`src/rtl/pipe_pkg.sv`:
```
`default_nettype none
// ============================================================================
// Module      : pipe_pkg
// Description : Shared pipeline-register defaults and the MEM/WB payload type.
// Revision    : 1.0 - initial release
// ============================================================================
package pipe_pkg;

    localparam int c_xlen_default    = 64;
    localparam int c_raddr_w_default = 5;

    typedef struct packed {
        logic                         mem_to_reg;
        logic                         reg_write;
        logic [c_xlen_default-1:0]    read_data;
        logic [c_xlen_default-1:0]    alu_result;
        logic [c_raddr_w_default-1:0] rd;
    } wb_payload_t;

    // Flattened payload width for parametrised stages that cannot use the fixed struct.
    function automatic int wb_payload_width(input int xlen, input int raddr_w);
        return 2 + 2 * xlen + raddr_w;
    endfunction

endpackage
`default_nettype wire

```
`src/rtl/pipe_skid_buf.sv`:
```
`default_nettype none
// ============================================================================
// Module      : pipe_skid_buf
// Description : Two-slot valid/ready skid buffer with flush; in_ready is a pure register.
// Revision    : 1.0 - initial release
// ============================================================================
module pipe_skid_buf #(
    parameter int WIDTH = 8
) (
    input  logic             clk,
    input  logic             rst,
    input  logic             flush,
    input  logic             in_valid,
    output logic             in_ready,
    input  logic [WIDTH-1:0] in_data,
    output logic             out_valid,
    input  logic             out_ready,
    output logic [WIDTH-1:0] out_data
);

    logic             r_m_valid;
    logic             r_s_valid;
    logic [WIDTH-1:0] r_m_data;
    logic [WIDTH-1:0] r_s_data;
    logic             w_in_fire;
    logic             w_out_fire;

    assign in_ready   = ~r_s_valid;
    assign out_valid  = r_m_valid;
    assign out_data   = r_m_data;
    assign w_in_fire  = in_valid & ~r_s_valid;
    assign w_out_fire = r_m_valid & out_ready;

    always_ff @(posedge clk or posedge rst) begin
        if (rst) begin
            r_m_valid <= 1'b0;
            r_s_valid <= 1'b0;
            r_m_data  <= '0;
            r_s_data  <= '0;
        end else if (flush) begin
            r_m_valid <= 1'b0;
            r_s_valid <= 1'b0;
        end else if (!r_m_valid || w_out_fire) begin
            // Skid entry is older than anything upstream, so it drains first.
            if (r_s_valid) begin
                r_m_data  <= r_s_data;
                r_m_valid <= 1'b1;
                r_s_valid <= 1'b0;
            end else if (w_in_fire) begin
                r_m_data  <= in_data;
                r_m_valid <= 1'b1;
            end else begin
                r_m_valid <= 1'b0;
            end
        end else if (w_in_fire) begin
            r_s_data  <= in_data;
            r_s_valid <= 1'b1;
        end
    end

endmodule
`default_nettype wire

```
`src/rtl/mem_wb_skid_stage.sv`:
```
`default_nettype none
// ============================================================================
// Module      : mem_wb_skid_stage
// Description : MEM/WB stage with skid buffer, x0 write suppression, writeback
//               mux and optional perf counters (enabled by MEM_WB_PERF_EN).
// Revision    : 1.0 - initial release
// ============================================================================
module mem_wb_skid_stage
    import pipe_pkg::*;
#(
    parameter int XLEN    = c_xlen_default,
    parameter int RADDR_W = c_raddr_w_default,
    parameter int CNT_W   = 32
) (
    input  logic               clk,
    input  logic               rst,
    input  logic               flush,
    input  logic               in_valid,
    output logic               in_ready,
    input  logic               in_mem_to_reg,
    input  logic               in_reg_write,
    input  logic [XLEN-1:0]    in_read_data,
    input  logic [XLEN-1:0]    in_alu_result,
    input  logic [RADDR_W-1:0] in_rd,
    output logic               out_valid,
    input  logic               out_ready,
    output logic               out_mem_to_reg,
    output logic               out_reg_write,
    output logic [XLEN-1:0]    out_read_data,
    output logic [XLEN-1:0]    out_alu_result,
    output logic [RADDR_W-1:0] out_rd,
    output logic [XLEN-1:0]    out_wb_data
`ifdef MEM_WB_PERF_EN
    ,
    output logic [CNT_W-1:0]   stall_cnt,
    output logic [CNT_W-1:0]   bubble_cnt
`endif
);

    localparam int c_payload_w = wb_payload_width(XLEN, RADDR_W);

    logic                   w_in_reg_write;
    logic                   w_m_reg_write;
    logic [c_payload_w-1:0] w_in_payload;
    logic [c_payload_w-1:0] w_out_payload;

    if (CNT_W < 1) begin : g_cnt_w_check
        $error("CNT_W must be at least 1");
    end

    // Writes to x0 are dropped at capture so the regfile never sees them.
    assign w_in_reg_write = in_reg_write & (in_rd != '0);
    assign w_in_payload   = {in_mem_to_reg, w_in_reg_write, in_read_data, in_alu_result, in_rd};

    pipe_skid_buf #(
        .WIDTH (c_payload_w)
    ) u_skid (
        .clk       (clk),
        .rst       (rst),
        .flush     (flush),
        .in_valid  (in_valid),
        .in_ready  (in_ready),
        .in_data   (w_in_payload),
        .out_valid (out_valid),
        .out_ready (out_ready),
        .out_data  (w_out_payload)
    );

    assign {out_mem_to_reg, w_m_reg_write, out_read_data, out_alu_result, out_rd} = w_out_payload;
    assign out_reg_write = out_valid & w_m_reg_write;
    assign out_wb_data   = out_mem_to_reg ? out_read_data : out_alu_result;

`ifdef MEM_WB_PERF_EN
    logic [CNT_W-1:0] r_stall_cnt;
    logic [CNT_W-1:0] r_bubble_cnt;

    always_ff @(posedge clk or posedge rst) begin
        if (rst) begin
            r_stall_cnt  <= '0;
            r_bubble_cnt <= '0;
        end else begin
            if (out_valid && !out_ready && !(&r_stall_cnt)) begin
                r_stall_cnt <= r_stall_cnt + CNT_W'(1);
            end
            if (!out_valid && !(&r_bubble_cnt)) begin
                r_bubble_cnt <= r_bubble_cnt + CNT_W'(1);
            end
        end
    end

    assign stall_cnt  = r_stall_cnt;
    assign bubble_cnt = r_bubble_cnt;
`endif

endmodule
`default_nettype wire

```
`config.mk`:
```
export PLATFORM = sky130hd
export DESIGN_NAME = mem_wb_skid_stage
export DESIGN_NICKNAME = d
export VERILOG_FILES = /design/src/rtl/pipe_pkg.sv /design/src/rtl/pipe_skid_buf.sv /design/src/rtl/mem_wb_skid_stage.sv
export SDC_FILE = /design/constraint.sdc
export NUM_CORES = 1
export LEC_CHECK = 0
export ABC_AREA = 1
export CAP_MARGIN = 20
export CORE_AREA = 3 3 162 164
export DETAILED_ROUTE_END_ITERATION = 7
export DIE_AREA = 0 0 165 167
export PLACE_DENSITY = 0.95
export SLEW_MARGIN = 20
export SYNTH_ARGS = -nofsm -noshare
export SYNTH_HDL_FRONTEND = slang
export SYNTH_SLANG_ARGS = --single-unit
```
`constraint.sdc`:
```
create_clock -name clk -period 15.57 [get_ports clk]
set_input_delay 4.671 -clock clk [delete_from_list [all_inputs] [get_ports clk]]
set_output_delay 4.671 -clock clk [all_outputs]
set_load 0.02 [all_outputs]
```
## Word-level counts from Yosys, hierarchy flattened

Index checks and enable logic that the tools add are counted.

- Input port bits: 140
- Output and inout bits: 201
- Register bits after elaboration: 272

- Bitwise operators: 7
- Reductions and logical operators: 8
- Muxes and demuxes: 10

Operators by type and width:

| kind | count |
|---|---|
| $mux W135 | 2 |
| $mux W64 | 1 |
| $mux W1 | 7 |
| $reduce_and A3 Y1 | 2 |
| $reduce_bool A5 Y1 | 1 |
| $and A1 B1 Y1 | 4 |
| $reduce_bool A2 Y1 | 2 |
| $not A1 Y1 | 3 |
| $reduce_bool A3 Y1 | 1 |
| $logic_not A1 Y1 | 1 |
| $logic_or A1 B1 Y1 | 1 |

## Longest topological paths before layout

- Word-level depth: 6
- Gate-level depth with buffers: 9
- Mapped depth without buffers: 6

## Hierarchy

A second synthesis with hierarchy kept.

- Cells, all modules: 1833
- Area, all modules: 13610.6 um^2

By module, submodules not included:

| module | seq. area each (um^2) | area each (um^2) | times used | cells an instance |
|---|---|---|---|---|
| pipe_skid_buf | 6806.5 | 12330.6 | 1 | 1619 |
| mem_wb_skid_stage | 0.0 | 1280.0 | 1 | 214 |

## Worst setup path after synthesis

Ideal clock, no wire load.

- Path kind: flip-flop to output port
- Start point: register u_skid.r_m_data[134], in the netlist u_skid.out_data[134]
- End point: output port out_wb_data[43]
- Data arrival time: 1.394 ns
- Slack: 9.505 ns
- Stages on the path, launching flop included: 6
- Path through: dfrtp_1 buf_2 clkbuf_1 buf_2 nand2_1 o21ai_0

- Longest elaborated chain between the ends: 1

Ends and longest elaborated chain:

| item | line | source |
|---|---|---|
| start: declaration | pipe_skid_buf.sv:23 | `logic [WIDTH-1:0] r_m_data;` |
| start signal: assignment | pipe_skid_buf.sv:46 | `r_m_data <= r_s_data;` |
| start signal: assignment | pipe_skid_buf.sv:50 | `r_m_data <= in_data;` |
| $mux W64 | mem_wb_skid_stage.sv:71 | `assign out_wb_data = out_mem_to_reg ? out_read_data : out_alu_result;` |
| end: declaration | mem_wb_skid_stage.sv:32 | `output logic [XLEN-1:0] out_wb_data` |

No other way between the ends.

## Worst setup path in the final report

- Start point: register u_skid.r_m_data[134], in the netlist u_skid.out_data[134]
- End point: output port out_wb_data[60]

The elaborated chain is that of the path after synthesis.

==> results.txt <==
Total track usage -> 0.253
Port Buffers -> 340
Mapped Cells -> 1734
Clock buffer depth -> 3
Critical path launch point type -> flop
CP arrival -> 2.65 ns
Tcrit/Tclk final -> 0.470
Most common cell after layout, fill and taps aside -> nand2_1
DRC viols -> 0
Max_slew headroom -> 0.308
Util after Layout -> 0.674
Switch share -> 0.314
Total number of vias -> 11642
Max Clk Rate -> 137 MHz
Clk pwr share -> 0.313
DP HPWL -> 23200 um
Starting density of the core -> 0.537
Total global routing overflow -> 0
Setup bufs post-CTS -> 0
DR WL/cell -> 15.8 um
Number of DRC markers in iteration 0 -> 1183
Worst skew pair latency -> 0.53 ns
Synth Area per Inst -> 7.75 um2
Clock-pin transition on the worst setup and hold timing paths -> 0.06 ns
Layout overhead on the synthesized area -> 25.5%
Clock Skews -> 0.0153 ns
Largest net degree at the start of global routing -> 149
Sequential share of power -> 0.421
Synth cell types -> 17
Crit path kind -> reg -> out
Worst-Margin Slew -> 1.04 ns
CP endpoint kind -> output port
Rows -> 58
Initial antenna violation count -> 0
Hold-fix buffers at CTS -> 0
Worst min path class -> reg -> reg
Status -> finished clean
Vias in the first global route -> 11792
Sink Count -> 272
Fin Hold WS -> 0.485 ns
Most frequent cells in the layout -> 614 x nand2_1, 340 x clkdlybuf4s50_1, 325 x o21ai_0, 270 x dfrtp_1, 202 x inv_1
Critical path data required time -> 10.90 ns
Internal -> 1.56 mW
Peak VDD IR -> 0.0853 mV
Total Die Area -> 27600 um2
Post-synthesis sequential area ratio -> 0.506
Placer Congestion -> 0.863
Die W -> 165 um
CTS Buf Count -> 28
Top-Level Pins -> 341
Switching Power -> 0.713 mW
Via/cell ratio -> 5.22
Pwr dens -> 135 nW/um2
Critical path fanouts, max -> 66
First-pass GRT wire length -> 57700 um
RSZ-0062 raised after global routing -> no
TritonCTS clock tree -> yes
Final Cell Area -> 16900 um2
Core area -> 25000 um2
Post-placement cell area -> 15900 um2
Fin nets -> 2018
Final WL -> 35200 um
Die span in y -> 167 um
Final-report setup violation count -> 0
Combinational Power Share -> 0.267
Final Max Slew Viols -> 0
Period minus WS final -> 7.32 ns
Total power -> 2.27 mW
Synth Register Bits -> 272
1st-pass router iterations -> 5
H-tree depth -> 1
Syn_nets -> 1874
Setup TNS Final -> 0 ns
Leakage dissipation -> 7.99 nW
Routed Antenna Nets -> 0
Root Buffer -> clkbuf_16
Max Cap Violations -> 0
Synth Cell Area -> 13400 um2
Post-CTS Resized -> 0
Final Hold Fails -> 0
Layout cell share with drive strength beyond 1 -> 0.0347
Synth Warn # -> 0
N_diodes -> 0
## cell usage after synthesis (all sizes together)
library cell / count / area share
inv: 205 / 0.058
buf: 190 / 0.099
dfrtp: 272 / 0.51
nand2: 616 / 0.17
nand3: 3 / 0.0024
nor2: 6 / 0.0019
clkbuf: 44 / 0.012
o21ai: 398 / 0.15
## final cells by class
class	instances	area, um2
Clock buffer	42	865
Multi-Input combinational cell	1023	4370
Timing Repair Buffer	348	3490
Sequential cell	272	6810
Fill cell	1813	8160
Clock inverter	10	136
Inverter	205	785
Tap cell	330	413
## metal layers
metal  GRT usage  up-vias  wire [um]
li1            -     5499          -
met1       0.303     5511      13300
met2       0.432      515      17700
met3      0.0552      117       2690
met4       0.114        0       1450
met5           0        -          0
## per-stage QoR
stage / std cells / setup slack (ns)
floorplan: 1734 / 3.40
global route: 2230 / 8.07
CTS: 2229 / 8.05
finish: 2230 / 8.25
global placement: 2177 / 7.92
detailed placement: 2177 / 7.75
## logic make-up (layout without fill, tap and decap cells)
kind of cell	Yosys count	count (layout)	synth area share
buffers and inverters	439	605	0.169
and+or+nand+nor	625	625	0.177
AOI/OAI and AO/OA	398	398	0.148
DFF	272	272	0.506
## worst paths after layout
kind                            cells after the start  slack [ns]                               to                        startpoint
min in group asynchronous                           2        4.68  u_skid.r_s_data[56]$_DFFE_PP0P_                               rst
worst max register to register                      8       12.17  u_skid.out_data[24]$_DFFE_PP0P_      u_skid.r_s_valid$_DFFE_PP0P_
worst min-delay path                                2        0.49  u_skid.r_s_data[20]$_DFFE_PP0P_   u_skid.r_s_data[20]$_DFFE_PP0P_
max in group asynchronous                           3        9.44  u_skid.out_data[87]$_DFFE_PP0P_                               rst
worst min register to register                      2        0.49  u_skid.r_s_data[20]$_DFFE_PP0P_   u_skid.r_s_data[20]$_DFFE_PP0P_
worst max-delay path                                4        8.25                  out_wb_data[60]  u_skid.out_data[134]$_DFFE_PP0P_
## power groups by stage
stage | clock network, mW | logic [mW] | registers (mW)
4_1_cts | 0.721 | 0.601 | 0.959
3_5_place_dp | 0 | 0.596 | 0.968
5_1_grt | 0.752 | 0.662 | 0.971
6_report | 0.710 | 0.605 | 0.955
2_1_floorplan | 0 | 0.414 | 0.923
3_3_place_gp | 0 | 0.575 | 0.958
## worst max-delay path, stage by stage, from the launching register on
cell             delay [ns]
dfrtp_4                0.85
buf_12                 0.34
nand2_1                0.11
o21ai_0                0.13
clkdlybuf4s50_1        0.67
## sequential cells by signal, indices dropped and copies added, names as in the netlist
register,count
u_skid.out_data,135
u_skid.out_valid,1
u_skid.r_s_data,135
u_skid.r_s_valid,1
(Power assumes the default switching activity.)
